## src/rtl/astar_pkg.sv

```systemverilog
// Shared types and direction tables for the A* expansion stage.
// NEIGHBOR_DIAG_EN selects 8-way connectivity; default is 4-way.
package astar_pkg;

  typedef enum logic [2:0] {
    StIdle,
    StGen,
    StLookup,
    StPush,
    StNext,
    StDone
  } exp_state_e;

`ifdef NEIGHBOR_DIAG_EN
  localparam int unsigned NUM_DIRS = 8;

  typedef enum logic [2:0] {
    DirN, DirNE, DirE, DirSE, DirS, DirSW, DirW, DirNW
  } dir_e;

  localparam logic signed [1:0] DirDi [8] = '{2'sb00, 2'sb01, 2'sb01, 2'sb01,
                                              2'sb00, 2'sb11, 2'sb11, 2'sb11};
  localparam logic signed [1:0] DirDj [8] = '{2'sb11, 2'sb11, 2'sb00, 2'sb01,
                                              2'sb01, 2'sb01, 2'sb00, 2'sb11};
`else
  localparam int unsigned NUM_DIRS = 4;

  typedef enum logic [2:0] {
    DirN, DirE, DirS, DirW
  } dir_e;

  // Tables padded to 8 entries so a 3-bit direction index is always in range.
  localparam logic signed [1:0] DirDi [8] = '{2'sb00, 2'sb01, 2'sb00, 2'sb11,
                                              2'sb00, 2'sb00, 2'sb00, 2'sb00};
  localparam logic signed [1:0] DirDj [8] = '{2'sb11, 2'sb00, 2'sb01, 2'sb00,
                                              2'sb00, 2'sb00, 2'sb00, 2'sb00};
`endif

  localparam logic [2:0] LastDir = 3'(NUM_DIRS - 1);

endpackage

```

## src/rtl/neighbor_expander_if.sv

```systemverilog
// Open-list write port: expander drives the strobe and node, the list reports full.
interface neighbor_expander_if #(
  parameter int unsigned DATA_WIDTH = 32,
  parameter int unsigned MAP_WIDTH  = 16,
  parameter int unsigned MAP_HEIGHT = 16
);
  logic                  o_wrt;
  logic                  i_full;
  logic [DATA_WIDTH-1:0] o_node_f;
  logic [MAP_WIDTH-1:0]  o_node_i;
  logic [MAP_HEIGHT-1:0] o_node_j;

  modport master (output o_wrt, o_node_f, o_node_i, o_node_j, input i_full);
  modport slave  (input o_wrt, o_node_f, o_node_i, o_node_j, output i_full);
endinterface

```

## src/rtl/heuristic_calc.sv

```systemverilog
// Combinational heuristic: Manhattan by default, Chebyshev with NEIGHBOR_DIAG_EN.
module heuristic_calc #(
  parameter int unsigned DATA_WIDTH = 32,
  parameter int unsigned MAP_WIDTH  = 16,
  parameter int unsigned MAP_HEIGHT = 16
) (
  input  logic [MAP_WIDTH-1:0]  pos_x_i,
  input  logic [MAP_HEIGHT-1:0] pos_y_i,
  input  logic [MAP_WIDTH-1:0]  goal_x_i,
  input  logic [MAP_HEIGHT-1:0] goal_y_i,
  output logic [DATA_WIDTH-1:0] h_o
);
  logic [MAP_WIDTH-1:0]  adx;
  logic [MAP_HEIGHT-1:0] ady;
  logic [DATA_WIDTH-1:0] adx_w, ady_w;

  assign adx   = (pos_x_i >= goal_x_i) ? pos_x_i - goal_x_i : goal_x_i - pos_x_i;
  assign ady   = (pos_y_i >= goal_y_i) ? pos_y_i - goal_y_i : goal_y_i - pos_y_i;
  assign adx_w = DATA_WIDTH'(adx);
  assign ady_w = DATA_WIDTH'(ady);

`ifdef NEIGHBOR_DIAG_EN
  assign h_o = (adx_w >= ady_w) ? adx_w : ady_w;
`else
  assign h_o = adx_w + ady_w;
`endif
endmodule

```

## src/rtl/neighbor_expander.sv

```systemverilog
// A* expansion stage: walks the neighbours of one parent and pushes (f, i, j) to the open list.
// Neighbour count and heuristic follow NEIGHBOR_DIAG_EN (see astar_pkg / heuristic_calc).
module neighbor_expander
  import astar_pkg::*;
#(
  parameter int unsigned DATA_WIDTH = 32,
  parameter int unsigned MAP_WIDTH  = 16,
  parameter int unsigned MAP_HEIGHT = 16,
  parameter int unsigned GRID_W     = 16,
  parameter int unsigned GRID_H     = 16
) (
  input  logic                  CLK,
  input  logic                  RSTn,
  input  logic                  i_start,
  input  logic [MAP_WIDTH-1:0]  i_node_i,
  input  logic [MAP_HEIGHT-1:0] i_node_j,
  input  logic [DATA_WIDTH-1:0] i_node_g,
  input  logic [MAP_WIDTH-1:0]  i_goal_i,
  input  logic [MAP_HEIGHT-1:0] i_goal_j,
  output logic                  o_busy,
  output logic                  o_done,
  output logic                  o_obs_req,
  output logic [MAP_WIDTH-1:0]  o_obs_i,
  output logic [MAP_HEIGHT-1:0] o_obs_j,
  input  logic                  i_obs_blocked,
  neighbor_expander_if.master   ol,
  output logic [3:0]            o_pushed
);
  localparam logic [MAP_WIDTH:0]  GridWLim = (MAP_WIDTH + 1)'(GRID_W);
  localparam logic [MAP_HEIGHT:0] GridHLim = (MAP_HEIGHT + 1)'(GRID_H);

  exp_state_e            state_q, state_d;
  dir_e                  d_q, d_d;
  logic [MAP_WIDTH-1:0]  par_i_q, par_i_d, goal_i_q, goal_i_d, node_i_q, node_i_d;
  logic [MAP_HEIGHT-1:0] par_j_q, par_j_d, goal_j_q, goal_j_d, node_j_q, node_j_d;
  logic [DATA_WIDTH-1:0] g_q, g_d, node_f_q, node_f_d;
  logic [3:0]            pushed_q, pushed_d;

  logic signed [1:0]     di, dj;
  logic [MAP_WIDTH-1:0]  nb_i;
  logic [MAP_HEIGHT-1:0] nb_j;
  logic                  in_bounds;
  logic [DATA_WIDTH-1:0] h, f_sat;
  logic [DATA_WIDTH+1:0] f_wide;

  // Neighbour coordinate for the current direction; out-of-grid steps never wrap.
  always_comb begin
    di        = DirDi[d_q];
    dj        = DirDj[d_q];
    nb_i      = par_i_q;
    nb_j      = par_j_q;
    in_bounds = 1'b1;
    if (di == 2'sb01) begin
      nb_i = par_i_q + MAP_WIDTH'(1);
      if (({1'b0, par_i_q} + (MAP_WIDTH + 1)'(1)) >= GridWLim) in_bounds = 1'b0;
    end else if (di == 2'sb11) begin
      nb_i = par_i_q - MAP_WIDTH'(1);
      if (par_i_q == '0) in_bounds = 1'b0;
    end
    if (dj == 2'sb01) begin
      nb_j = par_j_q + MAP_HEIGHT'(1);
      if (({1'b0, par_j_q} + (MAP_HEIGHT + 1)'(1)) >= GridHLim) in_bounds = 1'b0;
    end else if (dj == 2'sb11) begin
      nb_j = par_j_q - MAP_HEIGHT'(1);
      if (par_j_q == '0) in_bounds = 1'b0;
    end
  end

  heuristic_calc #(
    .DATA_WIDTH (DATA_WIDTH),
    .MAP_WIDTH  (MAP_WIDTH),
    .MAP_HEIGHT (MAP_HEIGHT)
  ) u_heuristic (
    .pos_x_i  (nb_i),
    .pos_y_i  (nb_j),
    .goal_x_i (goal_i_q),
    .goal_y_i (goal_j_q),
    .h_o      (h)
  );

  // Two guard bits catch any carry out of g + 1 + h; saturate rather than wrap.
  assign f_wide = {2'b00, g_q} + (DATA_WIDTH + 2)'(1) + {2'b00, h};
  assign f_sat  = (f_wide[DATA_WIDTH+1:DATA_WIDTH] != 2'b00) ? '1 : f_wide[DATA_WIDTH-1:0];

  always_comb begin
    state_d   = state_q;
    d_d       = d_q;
    par_i_d   = par_i_q;
    par_j_d   = par_j_q;
    goal_i_d  = goal_i_q;
    goal_j_d  = goal_j_q;
    g_d       = g_q;
    node_f_d  = node_f_q;
    node_i_d  = node_i_q;
    node_j_d  = node_j_q;
    pushed_d  = pushed_q;
    o_obs_req = 1'b0;
    o_obs_i   = '0;
    o_obs_j   = '0;
    ol.o_wrt  = 1'b0;
    unique case (state_q)
      StIdle: begin
        if (i_start) begin
          par_i_d  = i_node_i;
          par_j_d  = i_node_j;
          g_d      = i_node_g;
          goal_i_d = i_goal_i;
          goal_j_d = i_goal_j;
          d_d      = DirN;
          pushed_d = '0;
          state_d  = StGen;
        end
      end
      StGen: begin
        if (in_bounds) begin
          o_obs_req = 1'b1;
          o_obs_i   = nb_i;
          o_obs_j   = nb_j;
          state_d   = StLookup;
        end else begin
          state_d = StNext;
        end
      end
      StLookup: begin
        if (i_obs_blocked) begin
          state_d = StNext;
        end else begin
          node_f_d = f_sat;
          node_i_d = nb_i;
          node_j_d = nb_j;
          state_d  = StPush;
        end
      end
      StPush: begin
        if (!ol.i_full) begin
          ol.o_wrt = 1'b1;
          pushed_d = pushed_q + 4'd1;
          state_d  = StNext;
        end
      end
      StNext: begin
        if (d_q == LastDir) begin
          state_d = StDone;
        end else begin
          d_d     = dir_e'(d_q + 3'd1);
          state_d = StGen;
        end
      end
      StDone:  state_d = StIdle;
      default: state_d = StIdle;
    endcase
  end

  always_ff @(posedge CLK or posedge RSTn) begin
    if (RSTn) begin
      state_q  <= StIdle;
      d_q      <= DirN;
      par_i_q  <= '0;
      par_j_q  <= '0;
      goal_i_q <= '0;
      goal_j_q <= '0;
      g_q      <= '0;
      node_f_q <= '0;
      node_i_q <= '0;
      node_j_q <= '0;
      pushed_q <= '0;
    end else begin
      state_q  <= state_d;
      d_q      <= d_d;
      par_i_q  <= par_i_d;
      par_j_q  <= par_j_d;
      goal_i_q <= goal_i_d;
      goal_j_q <= goal_j_d;
      g_q      <= g_d;
      node_f_q <= node_f_d;
      node_i_q <= node_i_d;
      node_j_q <= node_j_d;
      pushed_q <= pushed_d;
    end
  end

  assign o_busy      = (state_q != StIdle);
  assign o_done      = (state_q == StDone);
  assign o_pushed    = pushed_q;
  assign ol.o_node_f = node_f_q;
  assign ol.o_node_i = node_i_q;
  assign ol.o_node_j = node_j_q;
endmodule

```

## src/flat_wrapper.sv

```systemverilog
// flat-port wrapper written by rule: the top's interface ports become plain ports
module neighbor_expander_flat import astar_pkg::*;
#(
  parameter int unsigned DATA_WIDTH = 32,
  parameter int unsigned MAP_WIDTH  = 16,
  parameter int unsigned MAP_HEIGHT = 16,
  parameter int unsigned GRID_W     = 16,
  parameter int unsigned GRID_H     = 16
)
  (CLK, RSTn, i_start, i_node_i, i_node_j, i_node_g, i_goal_i, i_goal_j, o_busy, o_done, o_obs_req, o_obs_i, o_obs_j, i_obs_blocked, o_pushed, ol_o_wrt, ol_o_node_f, ol_o_node_i, ol_o_node_j, ol_i_full);
  neighbor_expander_if #(.DATA_WIDTH(DATA_WIDTH), .MAP_WIDTH(MAP_WIDTH), .MAP_HEIGHT(MAP_HEIGHT)) ol_i ();
  input  logic CLK;
  input  logic RSTn;
  input  logic i_start;
  input  logic [MAP_WIDTH-1:0] i_node_i;
  input  logic [MAP_HEIGHT-1:0] i_node_j;
  input  logic [DATA_WIDTH-1:0] i_node_g;
  input  logic [MAP_WIDTH-1:0] i_goal_i;
  input  logic [MAP_HEIGHT-1:0] i_goal_j;
  output logic o_busy;
  output logic o_done;
  output logic o_obs_req;
  output logic [MAP_WIDTH-1:0] o_obs_i;
  output logic [MAP_HEIGHT-1:0] o_obs_j;
  input  logic i_obs_blocked;
  output logic [3:0] o_pushed;
  output wire logic [$bits(ol_i.o_wrt)-1:0] ol_o_wrt;
  output wire logic [$bits(ol_i.o_node_f)-1:0] ol_o_node_f;
  output wire logic [$bits(ol_i.o_node_i)-1:0] ol_o_node_i;
  output wire logic [$bits(ol_i.o_node_j)-1:0] ol_o_node_j;
  input wire logic [$bits(ol_i.i_full)-1:0] ol_i_full;
  assign ol_o_wrt = ol_i.o_wrt;
  assign ol_o_node_f = ol_i.o_node_f;
  assign ol_o_node_i = ol_i.o_node_i;
  assign ol_o_node_j = ol_i.o_node_j;
  assign ol_i.i_full = ol_i_full;
  neighbor_expander #(.DATA_WIDTH(DATA_WIDTH), .MAP_WIDTH(MAP_WIDTH), .MAP_HEIGHT(MAP_HEIGHT), .GRID_W(GRID_W), .GRID_H(GRID_H)) u_core (.CLK(CLK), .RSTn(RSTn), .i_start(i_start), .i_node_i(i_node_i), .i_node_j(i_node_j), .i_node_g(i_node_g), .i_goal_i(i_goal_i), .i_goal_j(i_goal_j), .o_busy(o_busy), .o_done(o_done), .o_obs_req(o_obs_req), .o_obs_i(o_obs_i), .o_obs_j(o_obs_j), .i_obs_blocked(i_obs_blocked), .ol(ol_i), .o_pushed(o_pushed));
endmodule
```

## config.mk

```make
export PLATFORM = sky130hd
export DESIGN_NAME = neighbor_expander_flat
export DESIGN_NICKNAME = d
export VERILOG_FILES = /design/src/rtl/astar_pkg.sv /design/src/rtl/neighbor_expander_if.sv /design/src/rtl/heuristic_calc.sv /design/src/rtl/neighbor_expander.sv /design/src/flat_wrapper.sv
export SDC_FILE = /design/constraint.sdc
export NUM_CORES = 1
export LEC_CHECK = 0
export ABC_CLOCK_PERIOD_IN_PS = 8430
export CAP_MARGIN = 0
export CORE_MARGIN = 2
export CORE_UTILIZATION = 55
export CTS_CLUSTER_DIAMETER = 120
export DETAILED_ROUTE_END_ITERATION = 16
export DONT_BUFFER_PORTS = 1
export GPL_TIMING_DRIVEN = 0
export PLACE_DENSITY = 0.73
export SYNTH_ARGS = -nofsm -noshare
export SYNTH_HDL_FRONTEND = slang
export SYNTH_HIERARCHICAL = 1
export SYNTH_SLANG_ARGS = --single-unit
```

## constraint.sdc

```tcl
create_clock -name CLK -period 8.43 [get_ports CLK]
set_input_delay 1.2645 -clock CLK [delete_from_list [all_inputs] [get_ports CLK]]
set_output_delay 1.2645 -clock CLK [all_outputs]
set_load 0.01 [all_outputs]
```

==> metrics.txt <==
outcome finished clean; H-tree Lvls 4; DR DRC count 0; Die X roughly 160 µm; CTS Buffer Depth 2; First-pass DRT Iterations 5; Worst slew margin ~14%; CORE AREA about 0.024 mm²; crit path kind flip-flop to flip-flop; r2r setup slk 0.29 ns; Fin Hold WS 0.517 ns; Initial Util between 50% and 60%; layout cell share with drive strength beyond 1 about a fifth; GRT Util Overall between 20% and 30%; Via Count 11,500; synth unique cells just over 90; Yosys top cell area share a little under a third; Slew Limit Fails 0; Cells after DPL 1,901; ys flop type dfrtp_1; Hold-fix buffers, CTS 0; mean area per synthesized cell roughly 8.7 µm²; slowest library cell on the worst path or4b_1; reg2reg end u_core/ol.o_node_f[17]$_DFFE_PP0P_; setup violators final 0; worst slew pin tran between 1 and 1.5 ns; largest net degree at the start of global routing approximately 90; WHS Path Cells 1; CP dominant cell by count ha_1; Startpoint Class flip-flop; Non-Filler Instances ~2,000; Ports approximately 210; Hold Violations, Final 0; Synth area leader dfrtp_1; HPWL after DPL around 28 mm; CTS tree built; period utilization between 90 and 100%; Hold EP u_core/g_q[9]$_DFFE_PP0P_; FF-to-FF Start u_core/d_q[0]$_DFFE_PP0P_; Site Rows 57; number of synthesized flops with an enable pin 0; Skew-Pair Late Insertion Delay around 0.45 ns; min-delay src u_core/g_q[9]$_DFFE_PP0P_; delay of the slowest critical-path stage ~0.46 ns; top post-synthesis cells by area dfrtp_1, ha_1, mux2_2; cells on worst reg2reg path 34; Reg clk slew, reported paths 0.07 ns; Routability Congestion 0.930; global route overflow 0; f_max between 0.1 and 0.15 GHz; fraction of registers with async set/reset between 90% and 100%; critical path arrival ~8.5 ns; final wirelength around 36 mm; Die Ht ~160 µm; post-synthesis cell count between 1,500 and 2,000; Req. time, crit path between 8 and 9 ns; vias per inst 5.85; sequential area share after synthesis between 30% and 40%; Mapped Area 0.0136 mm²; Final Net Count 1,848; skew final around 0.017 ns; fillcell total approximately 2,100; Final ANT Viol Nets 0; Yosys warnings 6; top post-synthesis cells by count dfrtp_1, inv_1, a21oi_1, nand2_1, ha_1; CTS sink cnt between 150 and 200; #FFs+latches synth 170; global-route wire length before repair ~57 mm; critical path capture point type flip-flop; top-count cell post-synth dfrtp_1; vias in the first global route 11,200; CTS buffer count 17; max cap viols 0; Layout area overhead 13.2%; port bufs 0; die area between 0.02 and 0.03 mm²; drt initial violations slightly below 700; initial antenna violation count 6; crit-path max FO 10; wire per inst between 15 and 20 µm; Root Driver clkbuf_16; Hold Path Class flip-flop to flip-flop; Tmin final between 8 and 9 ns
[cell usage in the layout, fill, tap and decap left out, types with 32 or more instances in the layout]
cell type,count
dfrtp_1,169
inv_1,132
nand2_1,118
a21oi_1,113
o21ai_0,107
ha_1,107
nor2_1,95
mux2_2,92
xnor2_1,65
buf_4,53
clkbuf_1,46
a21o_1,32
[through the flow]
stage | instance area, µm² | setup slack, ns | setup TNS (ns) | util, %
after floorplan | 13700 | 0.464 | 0 | -
after CTS | 14900 | 0.00684 | 0 | 61.5
after detailed placement | 14100 | -1.29 | -33.88 | 58.1
final | 15400 | 0.293 | 0 | 63.5
after global routing | 15400 | -0.0640 | -0.630 | 63.5
after global placement | 14100 | -1.30 | -33.48 | 58.0
[sequential cells by signal (all words and copies together) (netlist names)]
signal / count
u_core/goal_j_q: 16
u_core/ol.o_node_i: 16
u_core/goal_i_q: 16
u_core/o_pushed: 4
u_core/par_j_q: 16
u_core/g_q: 32
u_core/ol.o_node_f: 32
u_core/par_i_q: 16
u_core/d_q: 3
u_core/ol.o_node_j: 16
u_core/state_q: 3
[what timing repair did]
action,4_1_cts,5_1_grt
endpoints found under the setup margin,32,32
setup buffers,11,20
pin swaps,11,29
resized for setup,35,79
hold endpoints to repair,0,0
[cells by family (layout without fill, tap and decap cells)]
group | Yosys count | in the layout | synth area share [%]
DFF | 170 | 170 | 31.2
buffers and inverters | 229 | 288 | 7.45
and+or+nand+nor | 420 | 420 | 15.8
other | 1 | 21 | 0.0275
adders and majority gates | 124 | 124 | 11.7
AOI/OAI and AO/OA | 411 | 411 | 18.8
muxes | 103 | 103 | 8.40
xor gates and xnor gates | 104 | 104 | 6.68
[layout make-up]
| class | instances | area (µm²) | share of cell area, % |
|---|---|---|---|
| Antenna cell | 6 | 15.0 | 0.0972 |
| Buffer | 89 | 527 | 3.41 |
| Clock buffer | 20 | 457 | 2.96 |
| Clock inverter | 11 | 161 | 1.04 |
| Inverter | 136 | 518 | 3.35 |
| Multi-Input combinational cell | 1177 | 8850 | 57.3 |
| Sequential cell | 170 | 4260 | 27.5 |
| Tap cell | 324 | 405 | 2.62 |
| Timing Repair Buffer | 32 | 260 | 1.68 |
[routing by layer]
| metal | global-route usage, % | part of all wire [%] | vias up |
|---|---|---|---|
| li1 | - | - | 5587 |
| met3 | 6.47 | 6.6 | 56 |
| met5 | 0 | 0.036 | - |
| met2 | 46.8 | 48 | 356 |
| met1 | 34.4 | 42 | 5498 |
| met4 | 9.86 | 2.7 | 2 |
[worst max-delay path, delay by kind of cell, from the launching register on]
kind | cells | cell delay, ns
AO/OA/AOI/OAI | 12 | 2.73
AND/OR/NAND/NOR | 9 | 2.35
adder cells (fa/ha/maj) | 5 | 1.31
buffers and inverters | 6 | 0.79
XOR/XNOR | 2 | 0.43
flip-flops | 1 | 0.41
[how the worst max path moves through the flow]
stage / start / endpoint / slack (ns) / cells after the start
after floorplan: u_core/d_q[0]$_DFFE_PP0P_ / u_core/ol.o_node_f[21]$_DFFE_PP0P_ / 0.46 / 36
after global placement: u_core/d_q[0]$_DFFE_PP0P_ / u_core/ol.o_node_f[25]$_DFFE_PP0P_ / -1.30 / 36
after detailed placement: u_core/d_q[0]$_DFFE_PP0P_ / u_core/ol.o_node_f[25]$_DFFE_PP0P_ / -1.29 / 36
after CTS: u_core/d_q[0]$_DFFE_PP0P_ / u_core/ol.o_node_f[21]$_DFFE_PP0P_ / 0.007 / 34
after global routing: u_core/d_q[0]$_DFFE_PP0P_ / u_core/ol.o_node_f[12]$_DFFE_PP0P_ / -0.06 / 34
final: u_core/d_q[0]$_DFFE_PP0P_ / u_core/ol.o_node_f[17]$_DFFE_PP0P_ / 0.29 / 34
Power is not shown: default switching activity piles up to over one toggle a cycle in this logic, so the estimate is an artifact.
